==> config.mk <==
export PLATFORM = sky130hd
export DESIGN_NAME = mc_main_ctrl
export DESIGN_NICKNAME = d
export VERILOG_FILES = /design/src/rtl/mc_main_ctrl.sv
export SDC_FILE = /design/constraint.sdc
export NUM_CORES = 1
export LEC_CHECK = 0
export CELL_PAD_IN_SITES_DETAIL_PLACEMENT = 0
export CELL_PAD_IN_SITES_GLOBAL_PLACEMENT = 1
export CORE_ASPECT_RATIO = 0.7
export CORE_MARGIN = 2
export CORE_UTILIZATION = 24
export DETAILED_ROUTE_END_ITERATION = 8
export PLACE_DENSITY_LB_ADDON = 0.1
export SETUP_SLACK_MARGIN = 0.2
export SYNTH_ARGS = -nofsm -noshare
export SYNTH_HDL_FRONTEND = slang
export SYNTH_SLANG_ARGS = --single-unit
==> constraint.sdc <==
create_clock -name clk -period 1.8 [get_ports clk]
set_input_delay 0.36 -clock clk [delete_from_list [all_inputs] [get_ports clk]]
set_output_delay 0.36 -clock clk [all_outputs]
set_load 0.02 [all_outputs]
==> src/rtl/mc_main_ctrl.sv <==
// rtl/mc_main_ctrl.sv - multi-cycle RV32I main control FSM (optional OP-IMM via MC_CTRL_ITYPE_EN)
module mc_main_ctrl (
    input  logic       clk,
    input  logic       rst,
    input  logic [6:0] opcode,
    input  logic       zero,
    input  logic       mem_ready,
    output logic [1:0] ALUOp,
    output logic [1:0] ALUSrcA,
    output logic [1:0] ALUSrcB,
    output logic       PCSource,
    output logic       PCWrite,
    output logic       PCWriteCond,
    output logic       IorD,
    output logic       MemRead,
    output logic       MemWrite,
    output logic       IRWrite,
    output logic       MemtoReg,
    output logic       RegWrite,
    output logic       illegal,
    output logic [3:0] state
);

    typedef enum logic [3:0] {
        S_FETCH  = 4'd0,
        S_DECODE = 4'd1,
        S_MEMADR = 4'd2,
        S_MEMRD  = 4'd3,
        S_MEMWB  = 4'd4,
        S_MEMWR  = 4'd5,
        S_EXEC   = 4'd6,
        S_ALUWB  = 4'd7,
`ifdef MC_CTRL_ITYPE_EN
        S_BRANCH = 4'd8,
        S_EXECI  = 4'd9
`else
        S_BRANCH = 4'd8
`endif
    } state_t;

    localparam logic [6:0] OP_LOAD   = 7'b0000011;
    localparam logic [6:0] OP_STORE  = 7'b0100011;
    localparam logic [6:0] OP_RTYPE  = 7'b0110011;
    localparam logic [6:0] OP_BRANCH = 7'b1100011;
`ifdef MC_CTRL_ITYPE_EN
    localparam logic [6:0] OP_ITYPE  = 7'b0010011;
`endif

    state_t cur, nxt;

    // zero only qualifies PCWriteCond inside the datapath's PC enable
    logic unused_zero;
    assign unused_zero = zero;

    always_ff @(posedge clk) begin
        if (rst) begin
            cur <= S_FETCH;
        end else begin
            cur <= nxt;
        end
    end

    assign state = cur;

    always_comb begin
        nxt         = cur;
        ALUOp       = 2'b00;
        ALUSrcA     = 2'b00;
        ALUSrcB     = 2'b00;
        PCSource    = 1'b0;
        PCWrite     = 1'b0;
        PCWriteCond = 1'b0;
        IorD        = 1'b0;
        MemRead     = 1'b0;
        MemWrite    = 1'b0;
        IRWrite     = 1'b0;
        MemtoReg    = 1'b0;
        RegWrite    = 1'b0;
        illegal     = 1'b0;

        case (cur)
            S_FETCH: begin
                MemRead = 1'b1;
                ALUSrcB = 2'b01;
                if (mem_ready) begin
                    IRWrite = 1'b1;
                    PCWrite = 1'b1;
                    nxt     = S_DECODE;
                end
            end
            S_DECODE: begin
                // branch target = oldPC + imm, parked in ALUOut
                ALUSrcA = 2'b10;
                ALUSrcB = 2'b10;
                case (opcode)
                    OP_LOAD, OP_STORE: nxt = S_MEMADR;
                    OP_RTYPE:          nxt = S_EXEC;
                    OP_BRANCH:         nxt = S_BRANCH;
`ifdef MC_CTRL_ITYPE_EN
                    OP_ITYPE:          nxt = S_EXECI;
`endif
                    default: begin
                        nxt     = S_FETCH;
                        illegal = 1'b1;
                    end
                endcase
            end
            S_MEMADR: begin
                ALUSrcA = 2'b01;
                ALUSrcB = 2'b10;
                if (opcode == OP_LOAD) begin
                    nxt = S_MEMRD;
                end else if (opcode == OP_STORE) begin
                    nxt = S_MEMWR;
                end else begin
                    nxt = S_FETCH;
                end
            end
            S_MEMRD: begin
                MemRead = 1'b1;
                IorD    = 1'b1;
                if (mem_ready) begin
                    nxt = S_MEMWB;
                end
            end
            S_MEMWB: begin
                RegWrite = 1'b1;
                MemtoReg = 1'b1;
                nxt      = S_FETCH;
            end
            S_MEMWR: begin
                MemWrite = 1'b1;
                IorD     = 1'b1;
                if (mem_ready) begin
                    nxt = S_FETCH;
                end
            end
            S_EXEC: begin
                ALUSrcA = 2'b01;
                ALUSrcB = 2'b00;
                ALUOp   = 2'b10;
                nxt     = S_ALUWB;
            end
`ifdef MC_CTRL_ITYPE_EN
            S_EXECI: begin
                ALUSrcA = 2'b01;
                ALUSrcB = 2'b10;
                ALUOp   = 2'b10;
                nxt     = S_ALUWB;
            end
`endif
            S_ALUWB: begin
                RegWrite = 1'b1;
                nxt      = S_FETCH;
            end
            S_BRANCH: begin
                ALUSrcA     = 2'b01;
                ALUSrcB     = 2'b00;
                ALUOp       = 2'b01;
                PCWriteCond = 1'b1;
                PCSource    = 1'b1;
                nxt         = S_FETCH;
            end
            default: nxt = S_FETCH;
        endcase

        // reset silences every strobe and select, even inside a memory wait
        if (rst) begin
            ALUOp       = 2'b00;
            ALUSrcA     = 2'b00;
            ALUSrcB     = 2'b00;
            PCSource    = 1'b0;
            PCWrite     = 1'b0;
            PCWriteCond = 1'b0;
            IorD        = 1'b0;
            MemRead     = 1'b0;
            MemWrite    = 1'b0;
            IRWrite     = 1'b0;
            MemtoReg    = 1'b0;
            RegWrite    = 1'b0;
            illegal     = 1'b0;
        end
    end

endmodule

==> impl_metrics.env, run 1 <==
export IMPL_status="finished clean"
export IMPL_skew_ns=0.00759
export IMPL_drive_above_1_share=0.682
export IMPL_ff2ff_path_depth=5
export IMPL_netlist_top_cells_area="dfxtp_1, buf_4, and3_1"
export IMPL_p_switching_mw=0.120
export IMPL_portBuffers=29
export IMPL_r2r_start="state[0]"
export IMPL_gr_total_overflow=0
export IMPL_first_global_vias=718
export IMPL_hold_buffers=0
export IMPL_fin_nets=141
export IMPL_p_comb_frac=0.398
export IMPL_dpl_hpwl_mm=1.37
export IMPL_initial_utilization=0.249
export IMPL_clockBufferDepth=2
export IMPL_tightest_slew_ns=0.253
export IMPL_grt_pass1_wl_mm=3.28
export IMPL_die_h_um=43.1
export IMPL_drv_slew=0
export IMPL_cts_buffers=3
export IMPL_cp_start_kind="flop"
export IMPL_syn_cell_area_um2=524
export IMPL_die_area_um2=2580
export IMPL_rsz0062_at_grt="yes"
export IMPL_path_buf_inv=3
export IMPL_ys_types=38
export IMPL_power_density_nw_per_um2=302
export IMPL_dpl_instance_area_um2=1010
export IMPL_yosys_mux_area_fraction=0.0191
export IMPL_finalCriticalPeriod_ns=1.73
export IMPL_switching_share=0.321
export IMPL_cp_arrival_ns=1.37
export IMPL_cts_tree="yes"
export IMPL_power_leakage_nw=0.547
export IMPL_async_flop_share=0
export IMPL_remaining_drc_errors=0
export IMPL_core_um2=2100
export IMPL_cp_depth=5
export IMPL_drv_cap=0
export IMPL_synth_simple_area_share=0.482
export IMPL_power_share_clock=0.365
export IMPL_wl_mm=1.92
export IMPL_yosys_area_share_xor_xnor=0.0334
export IMPL_largest_reg_flops=4
export IMPL_grt_use_total=0.174
export IMPL_synth_adder_area_share=0
export IMPL_place_congestion=0.765
export IMPL_crit_family="buffers and inverters"
export IMPL_final_cell_area_um2=1230
export IMPL_final_antenna_net_count=0
export IMPL_io_pin_count=31
export IMPL_hold_viol_final=0
export IMPL_intPower_mw=0.253
export IMPL_wl_per_cell_um=12.6
export IMPL_synth_seq_cells=4
export IMPL_path_cells="or2_4 > buf_6 > buf_4 > nor3_2 > buf_4"
export IMPL_grt_max_degree=12
export IMPL_crit_type="reg2out"
export IMPL_yosys_area_top_type_share=0.153
export IMPL_drtPass1Iterations=3
export IMPL_clk_pin_slew_worst_paths_ns=0.05
export IMPL_row_count=14
export IMPL_crit_path_start="state[3]"
export IMPL_peakVddDrop_mv=0.192
export IMPL_slew_limit_headroom=0.830
export IMPL_cts_sink_count=4
export IMPL_cts_root_buffer="clkbuf_4"
export IMPL_hp_class="in2reg"
export IMPL_synth_nets=79
export IMPL_worstPathRequired_ns=1.44
export IMPL_antenna_found_initial=0
export IMPL_critPathMaxFanout=4
export IMPL_postSynthAreaPerCell_um2=7.71
export IMPL_clock_fmax_ghz=0.579
export IMPL_ys_flop_type="dfxtp_1"
export IMPL_synth_edf_count=0
export IMPL_htreeDepth=1
export IMPL_yosysWarnings=0
export IMPL_seq_area_frac_synth=0.153
export IMPL_reg2reg_to="state[2]"
export IMPL_vias_per_cell=4.69
export IMPL_drtIter0Drc=9
export IMPL_worst_path_max_delay_cell="dfxtp_4"
export IMPL_worst_skew_pair_late_latency_ns=0.25
export IMPL_setup_violations=0
export IMPL_whs_ns=0.562
export IMPL_rrSetupSlack_ns=0.38
export IMPL_antenna_cells=0
export IMPL_fin_ws_ns=0.0739
export IMPL_via_count=717
export IMPL_end_kind="primary output"
export IMPL_synth_top_family_by_area="simple AND/OR/NAND/NOR gates"
export IMPL_finalCritPeriodShare=0.959
export IMPL_pwr_share_seq=0.238
export IMPL_synth_compound_area_frac=0.174
export IMPL_crit_top_cell="buf_4"
export IMPL_post_place_ws_ns=-0.660
export IMPL_endpoint="MemtoReg"
export IMPL_syn2layout_area_growth_pct=135
export IMPL_slowest_delay_ns=0.34
export IMPL_die_w_um=59.9
export IMPL_yosysTopAreaCell="dfxtp_1"
export IMPL_syn_inst=68
==> worst min-delay path by stage <==
stage,endpoint,cells past startpoint,from,slack [ns]
3_5_place_dp,state[3],3,state[0],0.66
5_1_grt,state[3],3,opcode[4],0.59
2_1_floorplan,state[3],1,opcode[4],0.42
3_3_place_gp,state[3],3,state[0],0.65
6_report,state[3],3,opcode[4],0.56
4_1_cts,state[3],3,opcode[4],0.56
==> cells by family (layout without fill, tap and decap cells) <==
| kind of cell | count (synthesis) | count (layout) |
|---|---|---|
| AOI/OAI and AO/OA | 13 | 13 |
| xor gates and xnor gates | 2 | 2 |
| buffers and inverters | 11 | 72 |
| DFF | 4 | 4 |
| muxes | 1 | 1 |
| and+or+nand+nor | 37 | 37 |
==> layout by cell type (no fill, tap or decap), drive strengths merged, types with 2 or more instances in the layout <==
master | synthesis | routed
dlygate4sd2 | 0 | 9
nor2b | 4 | 4
a31oi | 2 | 2
dfxtp | 4 | 4
and3 | 4 | 4
clkdlybuf4s50 | 0 | 2
nor3b | 2 | 2
a22oi | 2 | 2
nand3 | 3 | 3
a21oi | 2 | 2
buf | 7 | 51
nor4 | 3 | 3
nor2 | 6 | 6
nand2 | 5 | 5
nor3 | 3 | 3
clkbuf | 0 | 6
inv | 4 | 4
==> worst min-delay path, delay by kind of cell <==
family | cells | cell delay [ns]
buf+inv | 2 | 0.39
simple gates | 1 | 0.03
==> power by group through the flow <==
| stage | logic, mW | clock network (mW) | registers [mW] |
|---|---|---|---|
| after detailed placement | 0.127 | 0 | 0.0921 |
| after global routing | 0.159 | 0.144 | 0.0887 |
| after CTS | 0.140 | 0.138 | 0.0884 |
| after floorplan | 0.0581 | 0 | 0.0928 |
| final | 0.148 | 0.136 | 0.0885 |
| after global placement | 0.126 | 0 | 0.0920 |
==> layer usage <==
metal  track usage  vias to the layer above  wire length [µm]
li1              -                      366                 -
met1         0.229                      328               895
met2         0.270                       18               886
met3        0.0549                        5               113
met4        0.0533                        0                26
met5             0                        -                 0
==> cell usage after synthesis (all sizes together) (2+ instances only) <==
master	number
a31oi	2
nand2	5
nor2	6
buf	7
inv	4
nor3	3
dfxtp	4
and3	4
a22oi	2
nand3	3
nor4	3
nor2b	4
a21oi	2
nor3b	2
==> metrics by stage <==
step	util	cells	total power, mW	setup TNS (ns)
floorplan	-	68	0.151	-0.0242
finish	0.587	153	0.372	0
detailed placement	0.481	138	0.219	-8.42
CTS	0.561	152	0.367	-0.0154
global route	0.587	153	0.392	0
global placement	0.481	138	0.218	-8.40
==> layout make-up <==
cell class | instances | area [µm²]
Clock buffer | 4 | 26.3
Fill cell | 192 | 868
Inverter | 4 | 15.0
Multi-Input combinational cell | 53 | 479
Sequential cell | 4 | 95.1
Tap cell | 24 | 30.0
Timing Repair Buffer | 64 | 588
==> repair_timing <==
action | 4_1_cts | 5_1_grt
setup endpoints to repair | 19 | 18
gates resized for setup | 128 | 16
buffers inserted | 10 | 1
pin swaps | 14 | 5
Note: power is estimated with default switching activity, not from simulation.
==> run 2, diff against run 1 <==
- PLACE_DENSITY: unset -> 0.85
- PLACE_DENSITY_LB_ADDON: 0.1 -> unset
==> run 2 against run 1 <==
Against the previous run:
- non-clock buffer count decreased by 10
- global-route usage fell by 1.8 points
- critical path depth decreased by 1
- final cell count shrank 6.5%
- utilization decreased by 6.3 points
- power shrank 4.0%
- count of clock-buffer cells in the layout is the same
- wire length decreased by 1.5%
- sequential cell count did not move
- sequential power hardly changed
- hold slack gained 0.0060 ns
==> impl_metrics.env, run 2 (synthesis results as in run 1) <==
export IMPL_syn2layout_area_growth_pct=110
export IMPL_first_global_vias=643
export IMPL_fin_setup_tns_ns=0
export IMPL_die_h_um=43.1
export IMPL_die_area_um2=2580
export IMPL_final_cell_mix="buf_4, dlygate4sd2_1, buf_6"
export IMPL_fin_nets=131
export IMPL_grt_use_total=0.156
export IMPL_slew_limit_headroom=0.824
export IMPL_fin_cells=143
export IMPL_fin_ws_ns=0.115
export IMPL_seqCellArea_um2=95.1
export IMPL_final_antenna_net_count=0
export IMPL_portBuffers=29
export IMPL_power_share_clock=0.362
export IMPL_crit_path_start="state[3]"
export IMPL_finalCritPeriodShare=0.936
export IMPL_pwr_share_seq=0.247
export IMPL_hold_viol_final=0
export IMPL_switching_share=0.317
export IMPL_cp_start_kind="flop"
export IMPL_intPower_mw=0.244
export IMPL_dp_cells=136
export IMPL_initial_utilization=0.249
export IMPL_io_pin_count=31
export IMPL_drive_above_1_share=0.639
export IMPL_rrSetupSlack_ns=0.53
export IMPL_crit_type="reg2out"
export IMPL_min_from="opcode[4]"
export IMPL_worst_skew_pair_late_latency_ns=0.24
export IMPL_critPathMaxFanout=3
export IMPL_mostFrequentLayoutCell="buf_4"
export IMPL_rsz0062_at_grt="yes"
export IMPL_htreeDepth=1
export IMPL_die_w_um=59.9
export IMPL_multiInputGateArea_um2=485
export IMPL_core_um2=2100
export IMPL_cts_root_buffer="clkbuf_4"
export IMPL_antenna_cells=0
export IMPL_worstPathRequired_ns=1.44
export IMPL_vias_per_cell=4.78
export IMPL_antenna_found_initial=0
export IMPL_post_place_ws_ns=-0.685
export IMPL_cts_tree="yes"
export IMPL_grt_pass1_wl_mm=3.05
export IMPL_hp_class="in2reg"
export IMPL_setup_violations=0
export IMPL_cts_sink_count=4
export IMPL_largest_reg_flops=4
export IMPL_wl_mm=1.89
export IMPL_finalCriticalPeriod_ns=1.69
export IMPL_min_path_cells=3
export IMPL_status="finished clean"
export IMPL_fillCellCount=197
export IMPL_clock_fmax_ghz=0.593
export IMPL_clockBufferDepth=2
export IMPL_power_leakage_nw=0.490
export IMPL_skew_ns=0.00309
export IMPL_gr_total_overflow=0
export IMPL_place_congestion=0.776
export IMPL_r2r_start="state[1]"
export IMPL_grt_max_degree=12
export IMPL_tightest_slew_ns=0.264
export IMPL_ff2ff_path_depth=4
export IMPL_end_kind="primary output"
export IMPL_via_count=683
export IMPL_drtPass1Iterations=4
export IMPL_p_comb_frac=0.391
export IMPL_drtIter0Drc=22
export IMPL_row_count=14
export IMPL_wl_per_cell_um=13.2
export IMPL_peakVddDrop_mv=0.253
export IMPL_power_density_nw_per_um2=324
export IMPL_remaining_drc_errors=0
export IMPL_cp_arrival_ns=1.33
export IMPL_clk_pin_slew_worst_paths_ns=0.04
export IMPL_dpl_hpwl_mm=1.43
export IMPL_drv_cap=0
export IMPL_drv_slew=0
export IMPL_cts_buffers=3
export IMPL_p_switching_mw=0.113
==> run 2: cell types whose count changed in the layout (fill, tap and decap cells not counted), moves of 2 or more <==
| cell | delta |
|---|---|
| and3_4 | -2 |
| buf_12 | -2 |
| buf_4 | +2 |
| buf_6 | -11 |
| inv_1 | +2 |
| inv_2 | -2 |
==> run 2: what timing repair did <==
| item | CTS | global route |
|---|---|---|
| endpoints found under the setup margin | 20 | 17 |
| pin swaps | 6 | 4 |
| hold buffers | 0 | 0 |
| buffers inserted | 2 | 1 |
| gates resized for setup | 105 | 26 |
==> run 2: routing by layer <==
| layer | GRT usage | wire length (µm) | up-vias |
|---|---|---|---|
| li1 | - | - | 345 |
| met1 | 0.223 | 878 | 318 |
| met2 | 0.230 | 905 | 20 |
| met3 | 0.0579 | 109 | 0 |
| met4 | 0.0133 | 0 | 0 |
| met5 | 0 | 0 | - |
==> run 2: final timing paths <==
| path | end |
|---|---|
| hold reg to reg | state[3] |
| setup / recovery | PCWrite |
| hold / removal | state[3] |
| setup reg to reg | state[2] |
==> run 2: through the flow <==
| stage | area [µm²] | hold WS (ns) | utilization | total power, mW |
|---|---|---|---|---|
| after global placement | 971 | 0.698 | 0.462 | 0.214 |
| after detailed placement | 971 | 0.702 | 0.462 | 0.217 |
| after CTS | 1020 | 0.563 | 0.488 | 0.351 |
| after global routing | 1100 | 0.564 | 0.524 | 0.386 |
| after floorplan | 553 | 0.421 | - | 0.151 |
| final | 1100 | 0.568 | 0.524 | 0.357 |
==> run 2: final cells by class <==
type	count	area share
multi-input combinational	53	0.440
timing repair buffer	54	0.409
sequential	4	0.0863
tap	24	0.0272
clock buffer	4	0.0238
inverter	4	0.0136
==> run 2: worst max-delay path, cell delays in order (launching register included) <==
cell and delay [ns]:
dfxtp_4 0.34, or2_4 0.26, nor4_4 0.16, and2_4 0.19, buf_4 0.13
==> run 2: power by group through the flow <==
stage	clock network [mW]	logic, mW	registers [mW]
3_3_place_gp	0	0.122	0.0921
2_1_floorplan	0	0.0581	0.0928
6_report	0.129	0.140	0.0884
3_5_place_dp	0	0.124	0.0922
5_1_grt	0.148	0.150	0.0886
4_1_cts	0.135	0.127	0.0891
==> run 3, diff against run 2 <==
- ABC_AREA: unset -> 1
- CORE_UTILIZATION: 24 -> 23
- PLACE_DENSITY: 0.85 -> 0.9
- clock period: 1.8 -> 2.13 ns (I/O delays scaled with it)
==> run 3 against run 2 <==
Against the previous run:
- worst setup slack improved by 0.16 ns
- critical path depth rose by 3
- register-to-register slack improved by 0.47 ns
- critical path type unchanged
- largest cell class is now buffers
- highest routed layer unchanged
==> impl_metrics.env, run 3 <==
export IMPL_finalCritPeriodShare=0.871
export IMPL_ff2ff_path_depth=8
export IMPL_dpl_hpwl_mm=1.30
export IMPL_row_count=13
export IMPL_clk_pin_slew_worst_paths_ns=0.04
export IMPL_worstPathRequired_ns=1.70
export IMPL_grt_max_degree=8
export IMPL_synth_seq_cells=4
export IMPL_remaining_drc_errors=0
export IMPL_worst_skew_pair_late_latency_ns=0.24
export IMPL_gr_total_overflow=0
export IMPL_end_kind="primary output"
export IMPL_ys_flop_type="dfxtp_1"
export IMPL_cp_start_kind="flop"
export IMPL_syn_inst=88
export IMPL_fin_ws_ns=0.275
export IMPL_htreeDepth=1
export IMPL_drtIter0Drc=18
export IMPL_critPathMaxFanout=7
export IMPL_antenna_cells=0
export IMPL_hold_viol_final=0
export IMPL_die_w_um=59.3
export IMPL_vias_per_cell=4.37
export IMPL_mostFrequentLayoutCell="buf_4"
export IMPL_antenna_found_initial=0
export IMPL_die_area_um2=2540
export IMPL_wl_mm=1.65
export IMPL_via_count=695
export IMPL_rrSetupSlack_ns=1.00
export IMPL_place_congestion=0.772
export IMPL_io_pin_count=31
export IMPL_fin_nets=150
export IMPL_status="finished clean"
export IMPL_syn2layout_area_growth_pct=97.0
export IMPL_clock_fmax_ghz=0.539
export IMPL_synth_edf_count=0
export IMPL_wl_per_cell_um=10.4
export IMPL_portBuffers=29
export IMPL_dp_cells=148
export IMPL_fin_cells=159
export IMPL_initial_utilization=0.255
export IMPL_fin_setup_tns_ns=0
export IMPL_postSynthAreaPerCell_um2=5.60
export IMPL_power_density_nw_per_um2=299
export IMPL_ys_types=19
export IMPL_grt_use_total=0.149
export IMPL_grt_pass1_wl_mm=2.82
export IMPL_crit_type="reg2out"
export IMPL_yosys_area_top_type_share=0.162
export IMPL_hp_class="in2reg"
export IMPL_final_cell_mix="buf_4, nand2_1, nor2_1"
export IMPL_cts_root_buffer="clkbuf_4"
export IMPL_post_place_ws_ns=-0.269
export IMPL_r2r_start="state[3]"
export IMPL_cp_arrival_ns=1.43
export IMPL_slew_limit_headroom=0.832
export IMPL_hold_buffers=0
export IMPL_peakVddDrop_mv=0.216
export IMPL_drv_cap=0
export IMPL_cts_tree="yes"
export IMPL_cts_buffers=3
export IMPL_crit_path_start="state[1]"
export IMPL_tightest_slew_ns=0.253
export IMPL_syn_cell_area_um2=493
export IMPL_seq_area_frac_synth=0.162
export IMPL_cts_sink_count=4
export IMPL_async_flop_share=0
export IMPL_synth_nets=99
export IMPL_final_cell_area_um2=971
export IMPL_drtPass1Iterations=4
export IMPL_core_um2=1940
export IMPL_largest_reg_flops=4
export IMPL_yosysWarnings=0
export IMPL_finalCriticalPeriod_ns=1.85
export IMPL_skew_ns=0.00247
export IMPL_synth_most_common_cell="nand2_1"
export IMPL_drv_slew=0
export IMPL_yosysTopAreaCell="dfxtp_1"
export IMPL_final_antenna_net_count=0
export IMPL_rsz0062_at_grt="yes"
export IMPL_endpoint="ALUSrcA[1]"
export IMPL_first_global_vias=688
export IMPL_dpl_instance_area_um2=887
export IMPL_clockBufferDepth=2
export IMPL_reg2reg_to="state[2]"
export IMPL_die_h_um=42.7
export IMPL_netlist_top_cells_area="dfxtp_1, nand2_1, nor2_1"
export IMPL_power_leakage_nw=0.516
export IMPL_setup_violations=0
export IMPL_drive_above_1_share=0.431
export IMPL_synthTopCellsByCount="nand2_1, nor2_1, inv_1"
run 3: cell count changes after synthesis, moves of 3 or more:
cell     delta
a21oi_1     +3
and3_1      -4
inv_1      +10
nand2_1    +13
nand2_2     +4
nand3_1     +4
nor2_1     +10
nor2_2      +3
nor2b_1     -4
run 3: what timing repair did:
item,4_1_cts,5_1_grt
pin swaps,5,3
cloned,0,0
setup endpoints to repair,16,11
resized for setup,43,16
buffers inserted,7,1
run 3: power by group:
group	internal, mW	switching, mW	leakage [nW]	total, mW
clock	0.0636	0.0390	0.0138	0.103
sequential	0.0773	0.00252	0.0333	0.0798
combinational	0.0516	0.0566	0.469	0.108
run 3: cells by family after synthesis:
logic type / Yosys count / share of synthesized area
AND/OR/NAND/NOR: 57 / 0.579
flip-flops: 4 / 0.162
buffers and inverters: 19 / 0.160
AO/OA/AOI/OAI: 8 / 0.0990
run 3: worst max-delay path: stages (launching register included):
cell and delay [ns]:
dfxtp_2 0.35, inv_1 0.06, nand2_1 0.09, nor2_4 0.16, inv_2 0.07, nor2_2 0.10, buf_4 0.11, clkdlybuf4s15_2 0.24
run 3: how the worst min path moves through the flow:
stage | startpoint | end | slack [ns] | cells after the start
global route | rst | state[3] | 0.67 | 2
CTS | rst | state[3] | 0.64 | 2
global placement | state[0] | state[3] | 0.69 | 4
floorplan | rst | state[3] | 0.50 | 1
finish | rst | state[3] | 0.65 | 2
detailed placement | state[0] | state[3] | 0.70 | 4
run 3: area by class of cell:
class | instances | area (µm²)
Tap cell | 22 | 27.5
Timing Repair Buffer | 49 | 422
Multi-Input combinational cell | 65 | 357
Inverter | 16 | 60.1
Sequential cell | 4 | 82.6
Clock buffer | 3 | 22.5
Fill cell | 222 | 965
run 3: metrics by stage:
stage                     hold slack [ns]   util  power [mW]
after floorplan                     0.505      -       0.133
after global placement              0.692  0.458       0.190
after detailed placement            0.700  0.458       0.191
after CTS                           0.645  0.500       0.296
after global routing                0.671  0.502       0.311
final                               0.649  0.502       0.291
run 3: routing by layer:
layer | global-route usage | wire length [µm] | up-vias
li1 | - | - | 368
met1 | 0.190 | 786 | 302
met2 | 0.235 | 725 | 25
met3 | 0.0701 | 139 | 0
met4 | 0.0136 | 0 | 0
met5 | 0 | 0 | -
